<file path="src/rtl/elastic_config_loader_if.sv">
// Elastic config stream between the array-level source and one loader.
//   master : stream source (drives entry fields + valid_input, sees stop_input)
//   slave  : elastic_config_loader (takes the entry, drives stop_input)
// A transfer happens in any cycle with valid_input && !stop_input.
interface elastic_config_loader_if #(
  parameter int DATA_WIDTH           = 32,
  parameter int INPUT_NUM_BIT_LENGTH = 3,
  parameter int NEIGHBOR_PE_NUM      = 4,
  parameter int OPERATION_BIT_LENGTH = 4
);
  logic [INPUT_NUM_BIT_LENGTH-1:0] in_input_PE_index_1;
  logic [INPUT_NUM_BIT_LENGTH-1:0] in_input_PE_index_2;
  logic [NEIGHBOR_PE_NUM-1:0]      in_output_PE_index;
  logic [OPERATION_BIT_LENGTH-1:0] in_op;
  logic [DATA_WIDTH-1:0]           in_const_data;
  logic                            valid_input;
  logic                            stop_input;

  modport master (
    output in_input_PE_index_1, in_input_PE_index_2, in_output_PE_index,
           in_op, in_const_data, valid_input,
    input  stop_input
  );

  modport slave (
    input  in_input_PE_index_1, in_input_PE_index_2, in_output_PE_index,
           in_op, in_const_data, valid_input,
    output stop_input
  );
endinterface

</file>
<file path="src/rtl/elastic_config_loader.sv">
// elastic_config_loader: drains an elastic config stream into one PE config
// memory in context order, then pulses start_exec once and parks in RUN.
//
// Ports:
//   clk, reset_n             clock, async active-low reset
//   load_request             start a load (honoured in IDLE / RUN only)
//   load_context_num         contexts to load, legal 1..CONTEXT_SIZE
//   stream (slave modport)   entry fields, valid_input in, stop_input out
//   config_*                 registered copy of the last accepted entry
//   write_config_data        write strobe, one cycle after each transfer
//   config_index             context being written
//   start_exec               single-cycle execution start pulse
//   mapping_context_max_id   load_context_num-1 of the current load
//   busy / done / error      LOAD|START / RUN / sticky illegal count
//   config_checksum          (optional) running XOR of accepted entries
//
// Optional feature macro: ELASTIC_CONFIG_LOADER_CHECKSUM_EN adds
// config_checksum; without it the port and its logic are absent.
module elastic_config_loader #(
  parameter int DATA_WIDTH              = 32,
  parameter int CONTEXT_SIZE            = 8,
  parameter int CONTEXT_SIZE_BIT_LENGTH = 3,
  parameter int INPUT_NUM_BIT_LENGTH    = 3,
  parameter int NEIGHBOR_PE_NUM         = 4,
  parameter int OPERATION_BIT_LENGTH    = 4
) (
  input  logic                               clk,
  input  logic                               reset_n,
  input  logic                               load_request,
  input  logic [CONTEXT_SIZE_BIT_LENGTH:0]   load_context_num,
  elastic_config_loader_if.slave             stream,
  output logic [INPUT_NUM_BIT_LENGTH-1:0]    config_input_PE_index_1,
  output logic [INPUT_NUM_BIT_LENGTH-1:0]    config_input_PE_index_2,
  output logic [NEIGHBOR_PE_NUM-1:0]         config_output_PE_index,
  output logic [OPERATION_BIT_LENGTH-1:0]    config_op,
  output logic [DATA_WIDTH-1:0]              config_const_data,
  output logic                               write_config_data,
  output logic [CONTEXT_SIZE_BIT_LENGTH-1:0] config_index,
  output logic                               start_exec,
  output logic [CONTEXT_SIZE_BIT_LENGTH-1:0] mapping_context_max_id,
  output logic                               busy,
  output logic                               done,
  output logic                               error
`ifdef ELASTIC_CONFIG_LOADER_CHECKSUM_EN
  ,
  output logic [DATA_WIDTH-1:0]              config_checksum
`endif
);
  localparam int CW = CONTEXT_SIZE_BIT_LENGTH;

  typedef enum logic [1:0] {S_IDLE, S_LOAD, S_START, S_RUN} state_e;

  state_e                          state_q, state_d;
  logic [CW-1:0]                   cnt_q, cnt_d;
  logic [CW-1:0]                   max_q, max_d;
  logic [CW-1:0]                   idx_q, idx_d;
  logic                            err_q, err_d;
  logic                            wr_q, wr_d;
  logic                            start_q, start_d;
  logic [INPUT_NUM_BIT_LENGTH-1:0] in1_q, in1_d, in2_q, in2_d;
  logic [NEIGHBOR_PE_NUM-1:0]      out_q, out_d;
  logic [OPERATION_BIT_LENGTH-1:0] op_q, op_d;
  logic [DATA_WIDTH-1:0]           cdat_q, cdat_d;

  logic cnt_ok, load_go, xfer;

  assign cnt_ok  = (load_context_num != '0) &&
                   (load_context_num <= (CW+1)'(CONTEXT_SIZE));
  assign load_go = ((state_q == S_IDLE) || (state_q == S_RUN)) && load_request && cnt_ok;
  // stop_input is low only in LOAD, so this is valid && !stop_input
  assign xfer    = (state_q == S_LOAD) && stream.valid_input;

  always_comb begin
    state_d = state_q;
    cnt_d   = cnt_q;
    max_d   = max_q;
    idx_d   = idx_q;
    err_d   = err_q;
    wr_d    = 1'b0;
    start_d = 1'b0;
    in1_d   = in1_q;
    in2_d   = in2_q;
    out_d   = out_q;
    op_d    = op_q;
    cdat_d  = cdat_q;
    case (state_q)
      S_IDLE, S_RUN: begin
        if (load_request) begin
          if (cnt_ok) begin
            err_d   = 1'b0;
            max_d   = CW'(load_context_num - 1'b1);
            cnt_d   = '0;
            state_d = S_LOAD;
          end else begin
            err_d   = 1'b1;
            state_d = S_IDLE;
          end
        end
      end
      S_LOAD: begin
        if (xfer) begin
          wr_d   = 1'b1;
          idx_d  = cnt_q;
          in1_d  = stream.in_input_PE_index_1;
          in2_d  = stream.in_input_PE_index_2;
          out_d  = stream.in_output_PE_index;
          op_d   = stream.in_op;
          cdat_d = stream.in_const_data;
          // hold the counter on the last entry so it never wraps
          if (cnt_q == max_q) state_d = S_START;
          else                cnt_d   = cnt_q + 1'b1;
        end
      end
      S_START: begin
        // first START cycle carries the last write, second one the pulse
        if (!start_q) start_d = 1'b1;
        else          state_d = S_RUN;
      end
      default: state_d = S_IDLE;
    endcase
  end

  always_ff @(posedge clk or negedge reset_n) begin
    if (!reset_n) begin
      state_q <= S_IDLE;
      cnt_q   <= '0;
      max_q   <= '0;
      idx_q   <= '0;
      err_q   <= 1'b0;
      wr_q    <= 1'b0;
      start_q <= 1'b0;
      in1_q   <= '0;
      in2_q   <= '0;
      out_q   <= '0;
      op_q    <= '0;
      cdat_q  <= '0;
    end else begin
      state_q <= state_d;
      cnt_q   <= cnt_d;
      max_q   <= max_d;
      idx_q   <= idx_d;
      err_q   <= err_d;
      wr_q    <= wr_d;
      start_q <= start_d;
      in1_q   <= in1_d;
      in2_q   <= in2_d;
      out_q   <= out_d;
      op_q    <= op_d;
      cdat_q  <= cdat_d;
    end
  end

`ifdef ELASTIC_CONFIG_LOADER_CHECKSUM_EN
  logic [DATA_WIDTH-1:0] cks_q;

  always_ff @(posedge clk or negedge reset_n) begin
    if (!reset_n)     cks_q <= '0;
    else if (load_go) cks_q <= '0;
    else if (xfer)    cks_q <= cks_q ^ stream.in_const_data ^ DATA_WIDTH'(stream.in_op);
  end

  assign config_checksum = cks_q;
`endif

  assign stream.stop_input       = (state_q != S_LOAD);
  assign busy                    = (state_q == S_LOAD) || (state_q == S_START);
  assign done                    = (state_q == S_RUN);
  assign error                   = err_q;
  assign write_config_data       = wr_q;
  assign start_exec              = start_q;
  assign config_index            = idx_q;
  assign mapping_context_max_id  = max_q;
  assign config_input_PE_index_1 = in1_q;
  assign config_input_PE_index_2 = in2_q;
  assign config_output_PE_index  = out_q;
  assign config_op               = op_q;
  assign config_const_data       = cdat_q;

endmodule

</file>
<file path="src/flat_wrapper.sv">
// flat-port wrapper written by rule: the top's interface ports become plain ports
module elastic_config_loader_flat 
#(
  parameter int DATA_WIDTH              = 32,
  parameter int CONTEXT_SIZE            = 8,
  parameter int CONTEXT_SIZE_BIT_LENGTH = 3,
  parameter int INPUT_NUM_BIT_LENGTH    = 3,
  parameter int NEIGHBOR_PE_NUM         = 4,
  parameter int OPERATION_BIT_LENGTH    = 4
)
  (clk, reset_n, load_request, load_context_num, config_input_PE_index_1, config_input_PE_index_2, config_output_PE_index, config_op, config_const_data, write_config_data, config_index, start_exec, mapping_context_max_id, busy, done, error, stream_in_input_PE_index_1, stream_in_input_PE_index_2, stream_in_output_PE_index, stream_in_op, stream_in_const_data, stream_valid_input, stream_stop_input);
  elastic_config_loader_if #(.DATA_WIDTH(DATA_WIDTH), .INPUT_NUM_BIT_LENGTH(INPUT_NUM_BIT_LENGTH), .NEIGHBOR_PE_NUM(NEIGHBOR_PE_NUM), .OPERATION_BIT_LENGTH(OPERATION_BIT_LENGTH)) stream_i ();
  input  logic clk;
  input  logic reset_n;
  input  logic load_request;
  input  logic [CONTEXT_SIZE_BIT_LENGTH:0] load_context_num;
  output logic [INPUT_NUM_BIT_LENGTH-1:0] config_input_PE_index_1;
  output logic [INPUT_NUM_BIT_LENGTH-1:0] config_input_PE_index_2;
  output logic [NEIGHBOR_PE_NUM-1:0] config_output_PE_index;
  output logic [OPERATION_BIT_LENGTH-1:0] config_op;
  output logic [DATA_WIDTH-1:0] config_const_data;
  output logic write_config_data;
  output logic [CONTEXT_SIZE_BIT_LENGTH-1:0] config_index;
  output logic start_exec;
  output logic [CONTEXT_SIZE_BIT_LENGTH-1:0] mapping_context_max_id;
  output logic busy;
  output logic done;
  output logic error;
  input wire logic [$bits(stream_i.in_input_PE_index_1)-1:0] stream_in_input_PE_index_1;
  input wire logic [$bits(stream_i.in_input_PE_index_2)-1:0] stream_in_input_PE_index_2;
  input wire logic [$bits(stream_i.in_output_PE_index)-1:0] stream_in_output_PE_index;
  input wire logic [$bits(stream_i.in_op)-1:0] stream_in_op;
  input wire logic [$bits(stream_i.in_const_data)-1:0] stream_in_const_data;
  input wire logic [$bits(stream_i.valid_input)-1:0] stream_valid_input;
  output wire logic [$bits(stream_i.stop_input)-1:0] stream_stop_input;
  assign stream_i.in_input_PE_index_1 = stream_in_input_PE_index_1;
  assign stream_i.in_input_PE_index_2 = stream_in_input_PE_index_2;
  assign stream_i.in_output_PE_index = stream_in_output_PE_index;
  assign stream_i.in_op = stream_in_op;
  assign stream_i.in_const_data = stream_in_const_data;
  assign stream_i.valid_input = stream_valid_input;
  assign stream_stop_input = stream_i.stop_input;
  elastic_config_loader #(.DATA_WIDTH(DATA_WIDTH), .CONTEXT_SIZE(CONTEXT_SIZE), .CONTEXT_SIZE_BIT_LENGTH(CONTEXT_SIZE_BIT_LENGTH), .INPUT_NUM_BIT_LENGTH(INPUT_NUM_BIT_LENGTH), .NEIGHBOR_PE_NUM(NEIGHBOR_PE_NUM), .OPERATION_BIT_LENGTH(OPERATION_BIT_LENGTH)) u_core (.clk(clk), .reset_n(reset_n), .load_request(load_request), .load_context_num(load_context_num), .stream(stream_i), .config_input_PE_index_1(config_input_PE_index_1), .config_input_PE_index_2(config_input_PE_index_2), .config_output_PE_index(config_output_PE_index), .config_op(config_op), .config_const_data(config_const_data), .write_config_data(write_config_data), .config_index(config_index), .start_exec(start_exec), .mapping_context_max_id(mapping_context_max_id), .busy(busy), .done(done), .error(error));
endmodule
</file>
<file path="config.mk">
export PLATFORM = sky130hd
export DESIGN_NAME = elastic_config_loader_flat
export DESIGN_NICKNAME = d
export VERILOG_FILES = /design/src/rtl/elastic_config_loader_if.sv /design/src/rtl/elastic_config_loader.sv /design/src/flat_wrapper.sv
export SDC_FILE = /design/constraint.sdc
export NUM_CORES = 1
export LEC_CHECK = 0
export ABC_CLOCK_PERIOD_IN_PS = 3660
export CAP_MARGIN = 0
export CORE_MARGIN = 4
export CORE_UTILIZATION = 46
export CTS_CLUSTER_DIAMETER = 80
export CTS_CLUSTER_SIZE = 24
export DETAILED_ROUTE_END_ITERATION = 16
export DONT_BUFFER_PORTS = 1
export GPL_TIMING_DRIVEN = 1
export PLACE_DENSITY = 0.59
export SYNTH_ARGS = -nofsm -noshare
export SYNTH_HDL_FRONTEND = slang
export SYNTH_SLANG_ARGS = --single-unit
</file>
<file path="constraint.sdc">
create_clock -name clk -period 3.66 [get_ports clk]
set_input_delay 0.366 -clock clk [delete_from_list [all_inputs] [get_ports clk]]
set_output_delay 0.366 -clock clk [all_outputs]
set_load 0.02 [all_outputs]
</file>
==> results.txt, run 1 <==
GR Util met3: 7.02%
Met2 Resource Use GR: 22.9%
Cell Rows: 26
Synth Register Bits: 60
CTS Buffer Depth: 2
Grt ovf: 0
Fraction of layout cells with a size suffix above 1: 41.0%
Initial cell density of the core: 48.0%
Netlist Area Pre-Place: 2480 um^2
CP max stage cell: nand2_2
Final TNS setup: 0 ps
Root buf cell: clkbuf_8
P_leak: 1.25 nW
Seq/Total Area, Yosys: 60.5%
Post-synth top area share: 60.5%
Clk sinks: 60
Inserted Diodes: 0
Worst Setup SP: u_core.state_q[1]
Synthesized Nets: 228
Area Overhead vs Synth: 11.1%
First-pass GRT wire length: 6.77 mm
Antenna viol nets, final: 0
Worst-Margin Slew: 1110 ps
RSZ-0062 raised after global routing: no
Final hold vios: 0
IO Pins: 112
Clock-pin slew on the worst setup and hold paths: 60 ps
Crit-path cells: inv_1 > ha_1 > nand2_2 > mux2_2
Max Cap Viol: 0
Die width: 81.5 um
Total Wirelength: 4.70 mm
Hold_sp: stream_in_const_data[10]
Detailed placer's ending HPWL: 3.45 mm
Post_cts resized: 0
RR Startpoint: u_core.state_q[1]
Area contributors post-synth: dfrtp_1, mux2_2, ha_1
Design Power: 0.00289 W
Peak supply drop: 0.581 mV
Status: finished clean
Pin count of the biggest net entering global routing: 61
CP startpoint kind: flip-flop
Maximum clock frequency: 448 MHz
Final worst path period need: 2230 ps
GRT busiest layer: met2
Worst skew pair latency: 320 ps
Met1 GRT Util: 14.6%
Nets@finish: 234
Most frequent cells in the layout: dfrtp_1, mux2_2, clkbuf_8, inv_1, nand2_1
PwrDens: 1050 nW/um^2
Clk_skew: 4.77 ps
Filler Cells Inserted: 426
Mapped Cells: 169
Critical path's largest stage delay: 700 ps
Via count: 1332
Worst EP required: 3860 ps
Slew HR: 25.4%
Distinct cells, synth: 30
Remaining DRCs: 0
Final Cycle Share: 60.9%
Antenna violations before repair: 0
Setup violators final: 0
Vias in the first global route: 1404
Placer congestion estimate: 0.723
PortBufs: 0
Critical Path AT: 2430 ps
CP max FO: 50
Wire length per cell: 18.9 um
TritonRoute pass-1 iters: 4
Area leader, netlist: dfrtp_1
Worst min-delay path class: in2reg
Die footprint: 6640 um^2
CTS tree: yes
Core area: 5170 um^2
Post-Syn Area per Cell: 14.7 um^2
H-Tree Depth: 3
Critical path class: reg2reg
Crit. End Element: flip-flop
GRT Util Overall: 14.0%
Max-slew violations: 0
Via density: 5.37
Yosys warns: 0
TritonCTS Buffers: 9
Die span in y: 81.5 um
Leading cell type in the layout, fill and taps excluded: dfrtp_1
Iter 0 DRT Violations: 33
worst paths after layout:
path | end | cells after the start | slack, ps
min in group asynchronous | u_core.config_const_data[8] | 2 | 570
worst max-delay path | u_core.config_const_data[31] | 4 | 1430
worst max register to register | u_core.config_const_data[31] | 4 | 1430
worst min-delay path | u_core.config_const_data[10] | 1 | 190
max in group asynchronous | u_core.config_const_data[31] | 2 | 2850
worst min register to register | u_core.state_q[0] | 2 | 570
cell families after synthesis:
group	count (synthesis)	share of synthesized area, %
simple gates	24	5.44
mux	51	23.2
flops	60	60.5
buf+inv	15	2.87
xor+xnor	5	2.07
compound gates	9	3.38
fa+ha+maj	5	2.52
layout make-up:
| cell class | instances | area [um^2] | share of cell area (%) |
|---|---|---|---|
| Multi-Input combinational cell | 94 | 912 | 33.1 |
| Timing Repair Buffer | 2 | 37.5 | 1.36 |
| Inverter | 8 | 30.0 | 1.09 |
| Clock buffer | 12 | 155 | 5.62 |
| Clock inverter | 2 | 35.0 | 1.27 |
| Sequential cell | 60 | 1500 | 54.4 |
| Tap cell | 70 | 87.6 | 3.17 |
power by group:
group | internal (W) | leakage, nW | total, W | switching [W]
combinational | 0.000384 | 0.429 | 0.000704 | 0.000321
sequential | 0.000991 | 0.724 | 0.00162 | 0.000625
clock | 0.000343 | 0.0983 | 0.000572 | 0.000229
per-stage QoR:
step | area [um^2] | instances | hold WS [ps] | setup WS, ps | utilization, %
after floorplan | 2480 | 169 | 70.4 | 1940 | -
after global placement | 2530 | 232 | 71.8 | 1550 | 48.9
after detailed placement | 2530 | 232 | 71.9 | 1410 | 48.9
after CTS | 2760 | 248 | 173 | 1410 | 53.3
after global routing | 2760 | 248 | 164 | 1280 | 53.3
final | 2760 | 248 | 193 | 1430 | 53.3
repair_timing:
| action | CTS | global route |
|---|---|---|
| hold buffers | 2 | 0 |
| buffers inserted | 0 | 0 |
| endpoints found under the hold margin | 60 | 0 |
sequential cells by signal (all words and copies together) (netlist names), 3 cells and up:
signal and cells:
u_core.config_const_data 32, u_core.cnt_q 3, u_core.config_input_PE_index_1 3, u_core.config_index 3, u_core.config_op 4, u_core.config_input_PE_index_2 3
u_core.config_output_PE_index 4, u_core.mapping_context_max_id 3
per-layer routing:
layer  routed length (um)  vias to the layer above
li1                     -                      589
met1                 1590                      655
met2                 2440                       77
met3                  577                       11
met4                   88                        0
met5                    0                        -
critical path: cells and delay by family (launching register included):
kind | cells | cell delay, ps
DFF | 1 | 420
buffers and inverters | 1 | 80
muxes | 1 | 540
and+or+nand+nor | 1 | 700
adders and majority gates | 1 | 350
synth_stat cells:
| library cell | number |
|---|---|
| dfrtp_1 | 60 |
| mux2_2 | 49 |
| nand2_1 | 8 |
| inv_1 | 7 |
| buf_2 | 6 |
| ha_1 | 5 |
| nor2_1 | 5 |
| xnor2_1 | 4 |
| a21oi_1 | 2 |
| nand3_1 | 2 |
| o21ai_1 | 2 |
| a211o_1 | 1 |
| a221o_1 | 1 |
| a22oi_4 | 1 |
| and2_1 | 1 |
| and3_1 | 1 |
| buf_6 | 1 |
| inv_2 | 1 |
| mux2_4 | 1 |
| mux2i_1 | 1 |
| nand3_2 | 1 |
| nand4_1 | 1 |
| nor2_2 | 1 |
| nor2b_1 | 1 |
| nor2b_4 | 1 |
| nor4b_2 | 1 |
| o211ai_1 | 1 |
| o311ai_2 | 1 |
| or2_1 | 1 |
| xnor2_2 | 1 |
Note: power is estimated with default switching activity, not from simulation.
==> run 2: changes to the inputs <==
Settings changed: ABC_CLOCK_PERIOD_IN_PS 3660 to 1900, PLACE_DENSITY 0.59 to 0.61.
Clock period 3.66 ns to 1.9 ns, I/O delays scaled along.
==> results.txt, run 2 (synthesized netlist as in run 1, its figures left out) <==
Placer congestion estimate: 0.693
Worst min-delay path class: in2reg
GRT busiest layer: met2
Flop-to-flop setup slack: 110 ps
Clock-pin slew on the worst setup and hold paths: 60 ps
Status: finished clean
Max Cap Viol: 0
Worst path depth: 7
Inserted Diodes: 0
Via density: 5.09
Crit. End Element: flip-flop
Pin count of the biggest net entering global routing: 61
Most frequent cells in the layout: dfrtp_1, mux2_2, dlygate4sd3_1, clkbuf_8
Dpl ws: 66.4 ps
Met1 GRT Util: 16.8%
Worst EP required: 2130 ps
Design Power: 0.00556 W
CP max stage cell: dfrtp_1
Vias in the first global route: 1551
First-pass GRT wire length: 7.49 mm
GRT Util Overall: 15.5%
Placed cell count: 234
Comb pwr share: 25.9%
P_leak: 1.40 nW
CP max FO: 5
Maximum clock frequency: 559 MHz
IO Pins: 112
Wire length per cell: 17.9 um
Root buf cell: clkbuf_8
Via count: 1456
Iter 0 DRT Violations: 29
Setup violators final: 0
CTS Buffer Depth: 2
Initial cell density of the core: 48.0%
Antenna violations before repair: 0
Clk sinks: 60
Detailed placer's ending HPWL: 3.54 mm
Switching portion of total power: 41.6%
Die width: 81.5 um
Core area: 5170 um^2
Leading cell type in the layout, fill and taps excluded: dfrtp_1
Final TNS setup: 0 ps
Worst-Margin Slew: 370 ps
Critical path's largest stage delay: 400 ps
RSZ-0062 raised after global routing: no
Grt ovf: 0
RR Startpoint: u_core.state_q[0]
CTS tree: yes
Final worst slack: 110 ps
Max-slew violations: 0
Final Cycle Share: 94.2%
Critical Path AT: 2020 ps
Max reg flops: 32
Critical path class: reg2reg
PwrDens: 1780 nW/um^2
Power share of the clock group: 17.8%
Slew HR: 75.3%
Worst Setup SP: u_core.state_q[0]
Cell Rows: 26
CP startpoint kind: flip-flop
Reg power frac: 56.3%
Worst skew pair latency: 330 ps
Reg2Reg Depth: 7
Psw: 0.00231 W
Peak supply drop: 0.896 mV
GR Util met3: 7.46%
Remaining DRCs: 0
Fraction of layout cells with a size suffix above 1: 34.7%
Clk_skew: 5.32 ps
Area Overhead vs Synth: 25.7%
Critical path buffers and inverters: 2
Met2 Resource Use GR: 25.7%
TritonCTS Buffers: 9
Int Power: 0.00325 W
Final hold vios: 0
Worst setup path endpoint: u_core.cnt_q[0]
H-Tree Depth: 3
Die footprint: 6640 um^2
Die span in y: 81.5 um
R2r endpoint: u_core.cnt_q[0]
TritonRoute pass-1 iters: 6
PortBufs: 0
Crit-path cells: inv_1 > ha_1 > inv_2 > nor2_4 > a22oi_4 > or2_1 > o311ai_2
Non-filler cells, final: 286
Total Wirelength: 5.11 mm
Final worst path period need: 1790 ps
Antenna viol nets, final: 0
Nets@finish: 271
CP top delay family: simple AND/OR/NAND/NOR gates
-- run 2: per-stage QoR --
stage          hold WS [ps]  util (%)  instance area (um^2)
4_1_cts               0.222      58.7                  3040
5_1_grt               0.626      60.3                  3120
2_1_floorplan          -106         -                  2480
6_report               12.9      60.3                  3120
3_3_place_gp           -104      49.5                  2560
3_5_place_dp           -104      49.5                  2560
-- run 2: power by group through the flow --
stage,Combinational [W],Clock (W),Sequential [W]
floorplan,0.00118,0,0.00298
global placement,0.00128,0,0.00313
detailed placement,0.00136,0,0.00317
CTS,0.00145,0.00102,0.00315
global route,0.00159,0.00108,0.00321
finish,0.00144,0.000989,0.00313
-- run 2: cell type report --
| type | instances | area (um^2) |
|---|---|---|
| fill | 399 | 2050 |
| timing repair buffer | 39 | 415 |
| multi-input combinational | 94 | 917 |
| tap | 70 | 87.6 |
| clock inverter | 2 | 10.0 |
| clock buffer | 13 | 159 |
| inverter | 8 | 30.0 |
| sequential | 60 | 1500 |
-- run 2: per-layer routing --
layer  vias up  part of all wire [%]
met4         0                   1.0
met2        69                    51
met1       715                    37
met5         -                     0
li1        667                     -
met3         5                    11
-- run 2: worst min path at each step --
stage                              endpoint                     start  cells past startpoint  slack (ps)
6_report       u_core.config_const_data[29]  stream_in_const_data[29]                      1          10
4_1_cts        u_core.config_const_data[29]  stream_in_const_data[29]                      1         0.2
2_1_floorplan               u_core.cnt_q[0]                   reset_n                      0        -110
3_3_place_gp              u_core.state_q[0]                   reset_n                      0        -100
5_1_grt                 u_core.config_op[0]           stream_in_op[0]                      1         0.6
3_5_place_dp              u_core.state_q[1]                   reset_n                      0        -100
-- run 2: timing repair --
item                                    CTS  global route
endpoints found under the hold margin    87             8
buffers inserted                          0             0
endpoints found under the setup margin    0             1
gates resized for setup                   0             1
hold buffers                             29             8
